--- src/rtl/ga_pkg.sv ---
// Shared types and constants for the genetic algorithm engine.
// Holds the FSM state set, LFSR constants and the fitness rule.
package ga_pkg;

  typedef enum logic [2:0] {
    IDLE,
    LOAD,
    EVAL,
    BREED,
    SWAP,
    DONE
  } ga_state_e;

  localparam logic [15:0] LFSR_SEED = 16'hACE1;
  // x^16 + x^14 + x^13 + x^11 + 1, right-shifting Galois form
  localparam logic [15:0] LFSR_TAPS = 16'hB400;

  // Fitness = value of the chromosome plus its number of set bits
  function automatic logic [31:0] ga_fitness(
    input logic [31:0] c
  );
    logic [31:0] pc;
    pc = '0;
    for (int i = 0; i < 32; i++) begin
      pc = pc + 32'(c[i]);
    end
    return c + pc;
  endfunction

endpackage

--- src/rtl/ga_lfsr.sv ---
// 16-bit maximal-length Galois LFSR.
// Advances when enabled, reloads the seed on reset.
module ga_lfsr
  import ga_pkg::*;
(
  input  logic        i_clk,
  input  logic        i_rst,
  input  logic        i_en,
  output logic [15:0] o_lfsr
);

  logic [15:0] r_lfsr;
  logic [15:0] w_step;

  // One Galois shift: feed the dropped bit back into the taps
  always_comb begin
    w_step = {1'b0, r_lfsr[15:1]};
    if (r_lfsr[0]) begin
      w_step = w_step ^ LFSR_TAPS;
    end
  end

  // Shift register with synchronous reseed
  always_ff @(posedge i_clk) begin
    if (i_rst) begin
      r_lfsr <= LFSR_SEED;
    end else if (i_en) begin
      r_lfsr <= w_step;
    end
  end

  assign o_lfsr = r_lfsr;

endmodule

--- src/rtl/genetic_algorithm.sv ---
// Genetic algorithm engine: evaluate, breed with elitism,
// tournament selection, single-point crossover and mutation.
module genetic_algorithm
  import ga_pkg::*;
#(
  parameter int         CHROMOSOME_WIDTH = 8,
  parameter int         POPULATION_SIZE  = 16,
  parameter int         MAX_GENERATIONS  = 100,
  parameter int         FITNESS_WIDTH    = 10,
  parameter logic [7:0] MUTATION_RATE    = 8'h10
) (
  input  logic clk,
  input  logic rst_n,
  input  logic start_ga,
  input  logic [CHROMOSOME_WIDTH-1:0]
               initial_population [POPULATION_SIZE],
  output logic [CHROMOSOME_WIDTH-1:0] best_chromosome,
  output logic [FITNESS_WIDTH-1:0]    best_fitness,
  output logic ga_done
);

  localparam int CW = CHROMOSOME_WIDTH;
  localparam int FW = FITNESS_WIDTH;
  localparam int P  = POPULATION_SIZE;
  localparam int IW = $clog2(P);
  localparam int GW = $clog2(MAX_GENERATIONS + 1);

  localparam logic [IW-1:0] LAST    = IW'(P - 1);
  localparam logic [GW-1:0] GEN_END = GW'(MAX_GENERATIONS);
  localparam logic [7:0]    CUT_MOD = 8'(CW - 1);
  localparam logic [7:0]    POS_MOD = 8'(CW);

  typedef logic [CW-1:0] chrom_t;
  typedef logic [FW-1:0] fit_t;

  ga_state_e     r_state;
  ga_state_e     w_next;
  logic [IW-1:0] r_idx;
  logic [GW-1:0] r_gen;
  chrom_t        r_best;
  fit_t          r_best_fit;
  chrom_t        r_pop  [P];
  chrom_t        r_next [P];
  fit_t          r_fit  [P];

  logic [15:0]   w_rnd;
  logic [31:0]   w_mix;
  fit_t          w_f;
  logic          w_last;
  logic [IW-1:0] w_i0;
  logic [IW-1:0] w_i1;
  logic [IW-1:0] w_i2;
  logic [IW-1:0] w_i3;
  logic [IW-1:0] w_pa;
  logic [IW-1:0] w_pb;
  logic [7:0]    w_cut;
  logic [7:0]    w_mpos;
  logic [8:0]    w_diff;
  chrom_t        w_mask;
  chrom_t        w_cross;
  chrom_t        w_child;

  // Binary tournament: fitter wins, ties go to the lower index
  function automatic logic [IW-1:0] pick(
    input logic [IW-1:0] a,
    input logic [IW-1:0] b,
    input fit_t          fa,
    input fit_t          fb
  );
    if (fa > fb) return a;
    if (fb > fa) return b;
    return (a < b) ? a : b;
  endfunction

  ga_lfsr u_lfsr (
    .i_clk  (clk),
    .i_rst  (rst_n),
    .i_en   (r_state != IDLE),
    .o_lfsr (w_rnd)
  );

  // Fitness of the chromosome under evaluation
  always_comb begin
    w_f    = FW'(ga_fitness(32'(r_pop[r_idx])));
    w_last = (r_idx == LAST);
  end

  // Child construction from this cycle's random word
  always_comb begin
    w_mix  = {{w_rnd[8:0], w_rnd[15:9]} ^ w_rnd, w_rnd};
    w_i0   = IW'(w_mix);
    w_i1   = IW'(w_mix >> IW);
    w_i2   = IW'(w_mix >> (2 * IW));
    w_i3   = IW'(w_mix >> (3 * IW));
    w_pa   = pick(w_i0, w_i1, r_fit[w_i0], r_fit[w_i1]);
    w_pb   = pick(w_i2, w_i3, r_fit[w_i2], r_fit[w_i3]);
    w_cut  = (w_rnd[15:8] % CUT_MOD) + 8'd1;
    w_mask = (CW'(1) << w_cut) - CW'(1);
    w_cross = (r_pop[w_pa] & w_mask)
            | (r_pop[w_pb] & ~w_mask);
    w_mpos = w_mix[31:24] % POS_MOD;
    // borrow out means the random byte is below the rate
    w_diff = {1'b0, w_rnd[7:0]} - {1'b0, MUTATION_RATE};
    w_child = w_cross;
    if (w_diff[8]) begin
      w_child = w_cross ^ (CW'(1) << w_mpos);
    end
  end

  // Next-state sequencing of the run
  always_comb begin
    w_next = r_state;
    unique case (r_state)
      IDLE:  if (start_ga) w_next = LOAD;
      LOAD:  w_next = EVAL;
      EVAL:  if (w_last) begin
               w_next = (r_gen == GEN_END) ? DONE : BREED;
             end
      BREED: if (w_last) w_next = SWAP;
      SWAP:  w_next = EVAL;
      DONE:  if (!start_ga) w_next = IDLE;
      default: w_next = IDLE;
    endcase
  end

  // Control state, counters and best-so-far tracking
  always_ff @(posedge clk) begin
    if (rst_n) begin
      r_state    <= IDLE;
      r_idx      <= '0;
      r_gen      <= '0;
      r_best     <= '0;
      r_best_fit <= '0;
    end else begin
      r_state <= w_next;
      case (r_state)
        LOAD: begin
          r_idx      <= '0;
          r_gen      <= '0;
          r_best     <= '0;
          r_best_fit <= '0;
        end
        EVAL: begin
          r_idx <= r_idx + 1'b1;
          if (w_f > r_best_fit) begin
            r_best     <= r_pop[r_idx];
            r_best_fit <= w_f;
          end
        end
        BREED: r_idx <= r_idx + 1'b1;
        SWAP: begin
          r_idx <= '0;
          r_gen <= r_gen + 1'b1;
        end
        default: ;
      endcase
    end
  end

  // Population, fitness and next-generation storage
  always_ff @(posedge clk) begin
    case (r_state)
      LOAD: begin
        for (int i = 0; i < P; i++) begin
          r_pop[i] <= initial_population[i];
        end
      end
      EVAL: r_fit[r_idx] <= w_f;
      BREED: begin
        r_next[r_idx] <= (r_idx == '0) ? r_best : w_child;
      end
      SWAP: begin
        for (int i = 0; i < P; i++) begin
          r_pop[i] <= r_next[i];
        end
      end
      default: ;
    endcase
  end

  assign best_chromosome = r_best;
  assign best_fitness    = r_best_fit;
  assign ga_done         = (r_state == DONE);

endmodule

--- config.mk ---
export PLATFORM = sky130hd
export DESIGN_NAME = genetic_algorithm
export DESIGN_NICKNAME = d
export VERILOG_FILES = /design/src/rtl/ga_pkg.sv /design/src/rtl/ga_lfsr.sv /design/src/rtl/genetic_algorithm.sv
export SDC_FILE = /design/constraint.sdc
export NUM_CORES = 1
export LEC_CHECK = 0
export BUFFER_PORTS_ARGS = -buffer_cell sky130_fd_sc_hd__buf_2
export CAP_MARGIN = 25
export CORE_ASPECT_RATIO = 1.25
export CORE_MARGIN = 8
export CORE_UTILIZATION = 60
export DETAILED_ROUTE_END_ITERATION = 8
export GPL_TIMING_DRIVEN = 0
export PLACE_DENSITY = 0.76
export SETUP_SLACK_MARGIN = 0.5
export SLEW_MARGIN = 20
export SYNTH_ARGS = -nofsm -noshare
export SYNTH_HDL_FRONTEND = slang
export SYNTH_SLANG_ARGS = --single-unit
--- constraint.sdc ---
create_clock -name clk -period 10.8 [get_ports clk]
set_input_delay 0.54 -clock clk [delete_from_list [all_inputs] [get_ports clk]]
set_output_delay 0.54 -clock clk [all_outputs]
set_load 0.02 [all_outputs]
After elaboration in Yosys (flattened, before gate mapping)
Memories as Yosys holds them, arrays and structs flattened. A register that Yosys moved wholly into a read port is not among the register bits.
Index checks and enable logic that the tools add are counted.
Cells by class
  add/subtract/negate cells: 13
  multiplexer cells: 65
  divide/modulo/power cells: 1
  magnitude comparators: 7
  equality and inequality tests: 12
  shift operators: 2
  bitwise operators: 23
  reductions and logical operators: 10
Operator list (number)
  two-way mux 8 bit: 19
  two-way mux 4 bit: 20
  > comparator 10 bit: 4
  case mux 10 bit (2 select lines): 1
  bitwise AND 8 bit: 2
  two-way mux 16 bit: 1
  OR 1 bit: 16
  case mux 8 bit (2 select lines): 1
  two-way mux 3 bit: 5
  case mux 3 bit (5 select lines): 1
  two-way mux 1 bit: 14
  case mux 7 bit (2 select lines): 1
  bitwise XOR 11 bit: 1
  > comparator 9 x 10 -> 1 bit: 1
  two-way mux 10 bit: 1
  != test 2 bit, second input constant: 5
  adder 8 x 8 -> 9 bit: 1
  subtractor 8 x 5 -> 9 bit, second input constant: 1
  adder 7 x 1 -> 8 bit: 1
  adder 8 x 1 -> 8 bit, second input constant: 1
  less-than comparator 4 bit: 2
  remainder unit 8 x 3 -> 8 bit, second input constant: 1
  NOT 8 bit: 1
  OR 8 bit: 1
  26 further kinds: 31
Storage, ports and cells
  output and inout bits: 19
  memories: 3
  RAM bits: 400
  register bits: 48
  input port bits: 131
Memories
  r_fit: words 16, bits a word 9, read ports 4, clocked after memory_dff 4, write ports 1, line genetic_algorithm.sv:44  | fit_t r_fit [P];
  r_next: words 16, bits a word 8, read ports 16, clocked after memory_dff 0, write ports 1, line genetic_algorithm.sv:43  | chrom_t r_next [P];
  r_pop: words 16, bits a word 8, read ports 3, clocked after memory_dff 1, write ports 16, line genetic_algorithm.sv:42  | chrom_t r_pop [P];

Longest topological paths before layout
  word-level depth: 11
  depth in mapped cells: 34
  depth with buffers taken out: 30

By module
From an unflattened synthesis, not the netlist that was laid out.
Second synthesis, totals
  cell total of the unflattened synthesis: 2027
  area, all modules: 26037.5 um2
Modules (own cells, without submodules)
  genetic_algorithm: area an instance 25309.3 um2, cells an instance 1958, times used 1
  ga_lfsr: area an instance 728.2 um2, cells an instance 69, times used 1

Least setup slack after synthesis
Ideal clock, no wire load.
  kind: flip-flop to flip-flop
  from: register with a tool-made name
  to: register r_best_fit[4] (netlist: best_fitness[4])
  library setup time: 66 ps
  cell stages (with the launch flop): 27
  clock period less this slack: 8182 ps
  slack: 2618 ps
  data arrival time: 8116 ps
  cells stage by stage: dfxtp_1 > clkbuf_1 > clkbuf_1 > buf_2 > buf_1 > mux4_2 > mux4_2 > fa_1 > inv_1 > fa_1 > fa_1 > fa_1 > xnor2_1 > ha_1 > o21a_1 > o21a_1 > o21a_1 > o21a_1 > o21a_1 > o21ai_0 > nand2b_1 > a21oi_1 > o31a_1 > clkbuf_1 > buf_1 > mux2i_1 > nor2b_1
RTL lines
  to (signal assigned): line genetic_algorithm.sv:147  | r_best_fit <= w_f;
  to (decl): line genetic_algorithm.sv:41  | fit_t r_best_fit;

==> results.tsv <==
metric	value	unit
DRC Markers	0	
first-pass GRT wire length	124.2	mm
largest net degree at the start of global routing	78	
clock root buffer	clkbuf_16	
Ports	150	
Max Cap Viol	0	
total gr overflow	0	
Worst setup SP type	flip-flop	
unrepaired setup endpoints after global routing	false	
Final Critical Period	9657	ps
Synth cell types	82	
Mapped Area	0.02644	mm2
share of cells above drive strength 1	26.40	%
maximum clock frequency	103.5	MHz
commonest cells after routing, fill and taps aside	nand2_1 (477), edfxtp_1 (400), mux4_2 (256), buf_2 (158), mux2i_1 (106)	
cts bufs inserted	45	
static leakage	11.17	nW
CTS max path bufs	3	
CTS Hold Bufs	0	
CTS H-tree depth	2	
Row Count	86	
crit path capture	best_fitness[5]	
CTS tree	built	
fin. max-slew vios	0	
dpl hpwl	62.49	mm
total number of vias	19130	
Final period util	89.42	%
Initial Util	60.37	%
CTS Sinks	467	
cts repair resizes	0	
Overall Power	6.335	mW
sequential element share of the synthesized area	50.51	%
initial antenna violation count	0	
DR pass1 iterations	7	
PortBufs	147	
fraction of registers with async set/reset	0	%
Slew headroom	26.76	%
worst path arrival time	10170	ps
Die X	203.8	um
Final GP Congestion	1.026	
final setup skew	30.23	ps
die area	0.05108	mm2
Die Y	250.7	um
clock latency on the worst-skew pair	590	ps
Final Hold Violating Endpoints	0	
Worst Path Required	11310	ps
Max rail drop VDD	0.1501	mV
vias in the first global route	19950	
R2R Setup Slk	1140	ps
#FFs+latches synth	467	
top cells by area, synth	edfxtp_1 (45%), mux4_2 (22%), nand2_1 (6.8%)	
GRT Resource Usage Total	33.11	%
area share of the largest cell type after synthesis	45.43	%
final WL	84.63	mm
Setup Total Neg Slack	0	ps
WS Path Type	reg -> reg	
Syn Area/Cell	13.23	um2
Fill cells	3000	
DR vias/cell	6.751	
critical-path maximum fanout	18	
post-CTS setup buffer count	0	
Pwr Density	212.2	mW/mm2
ANT nets after route	0	
Post-synth EDFFs	400	
r2r worst-path depth	26	
Worst Max-Slew Pin Slew	1099	ps
Worst R2R End	best_fitness[5]	
Worst Hold Class	in -> reg	
most common cell after layout, fill and taps aside	nand2_1	
CP Capture Type	flip-flop	
DRT iter0 DRCs	2151	
status	complete, no violations	
Synth Net Count	2183	
area leader, netlist	edfxtp_1	
Clock Pin Slew Worst Setup and Hold Paths	60	ps
Nets	2410	
ys flop type	edfxtp_1	
CORE AREA	0.04379	mm2
final setup vio count	0	
Post-Syn Instances	1999	
P&R area growth vs syn	12.93	%
post-DR wirelength/cell	29.86	um
Synthesis Warnings	0	
[worst max-delay path: stages (launching register included)]
cell and delay (ps):
dfxtp_1 310, clkbuf_1 360, clkbuf_1 720, buf_2 460, buf_1 770, mux4_2 660
mux4_2 540, fa_1 550, inv_1 50, fa_1 500, fa_1 470, fa_1 440
xnor2_2 830, ha_1 410, o21a_1 130, o21a_1 170, o21a_1 160, o21a_1 160
o21a_1 150, o21ai_0 130, nand2b_1 80, a21oi_1 140, o31a_1 120, clkbuf_1 350
buf_1 480, mux2i_1 230, nor2b_1 150
[final cells by class]
type	instances	area [um2]	area share [%]
Sequential cell	467	13350	44.72
Multi-Input combinational cell	1329	12410	41.57
Clock buffer	64	1249	4.182
Timing Repair Buffer	180	1107	3.709
Tap cell	572	715.7	2.397
Buffer	143	626.9	2.099
Inverter	60	230.2	0.7711
Clock inverter	18	162.7	0.5448
Antenna cell	1	2.502	0.008381
[flip-flops by register name, summed over array words and instances (netlist names), named ones only]
name / count
r_next: 128
r_fit: 144
u_lfsr.o_lfsr: 16
r_state: 3
best_fitness: 9
r_gen: 7
r_pop: 128
r_idx: 4
best_chromosome: 8
[synthesized netlist by cell type, types with 3 or more instances]
cell type	instances
o2111a_1	3
a211o_1	5
ha_1	49
mux2i_1	108
o21a_1	9
fa_1	4
nand3b_1	8
o31a_1	6
o211a_1	8
clkbuf_1	89
and2_1	3
o31ai_1	3
xor2_1	11
nand2_1	477
buf_4	3
o2111ai_1	3
nor2b_1	25
edfxtp_1	400
buf_1	35
or3_4	3
o211ai_1	8
xnor2_1	15
mux4_2	256
nand3_1	20
mux2_2	13
or3_1	10
a21o_1	7
a2111oi_0	3
buf_2	8
buf_6	8
nor3_1	16
a211oi_1	21
a22oi_1	5
nand2b_1	13
nor2_1	80
and3_1	5
o21ai_0	21
a21oi_1	51
dfxtp_1	67
inv_1	59
nand4_1	5
[report_power, final]
part / switching, mW / internal, mW / leakage (nW)
Sequential: 0.0662 / 2.19 / 4.20
Clock: 0.681 / 0.858 / 0.678
Combinational: 1.51 / 1.04 / 6.29
[per-layer routing]
layer	part of all wire, %	track usage, %	up-vias	routed length (um)
li1	-	-	8054	-
met1	32	35.62	9301	26760
met2	49	55.33	1371	41850
met3	9.2	7.368	406	7812
met4	9.7	27.10	0	8203
met5	0	0	-	0
[per-stage QoR]
step / instance area, um2 / hold WS (ps) / util, % / std cells / worst slack, ps
finish: 29860 / 225.9 / 68.18 / 2834 / 1143
global route: 29850 / 231.4 / 68.17 / 2833 / 535.5
CTS: 29810 / 204.5 / 68.06 / 2829 / 1183
detailed placement: 28400 / 491.5 / 64.84 / 2747 / 1190
global placement: 27890 / 488.6 / 63.68 / 2718 / 525.2
floorplan: 26440 / 478.4 / - / 1999 / 2618
[kinds of logic (layout without fill, tap and decap cells)]
kind of cell             count (synthesis)  count (layout)  synth area share (%)
adder cells (fa/ha/maj)                 54              54                 2.664
multiplexers                           378             378                 26.49
AO/OA/AOI/OAI                          182             182                 5.107
AND/OR/NAND/NOR                        688             688                 11.16
flip-flops                             467             467                 50.51
other                                    1               2               0.01418
XOR/XNOR                                26              26                0.8613
buffers and inverters                  203             465                 3.190
[how the worst min path moves through the flow]
stage	from	endpoint	slack (ps)	depth (start not counted)
final	initial_population[98]	r_pop[3][2]	230	3
after global routing	initial_population[99]	r_pop[3][3]	230	3
after CTS	initial_population[98]	r_pop[3][2]	200	3
after detailed placement	r_next[5][0]	r_pop[5][0]	490	2
after global placement	r_next[8][7]	r_pop[8][7]	490	2
after floorplan	r_gen[2]	r_gen[2]	480	2
Power figures use the tool's default switching activity.
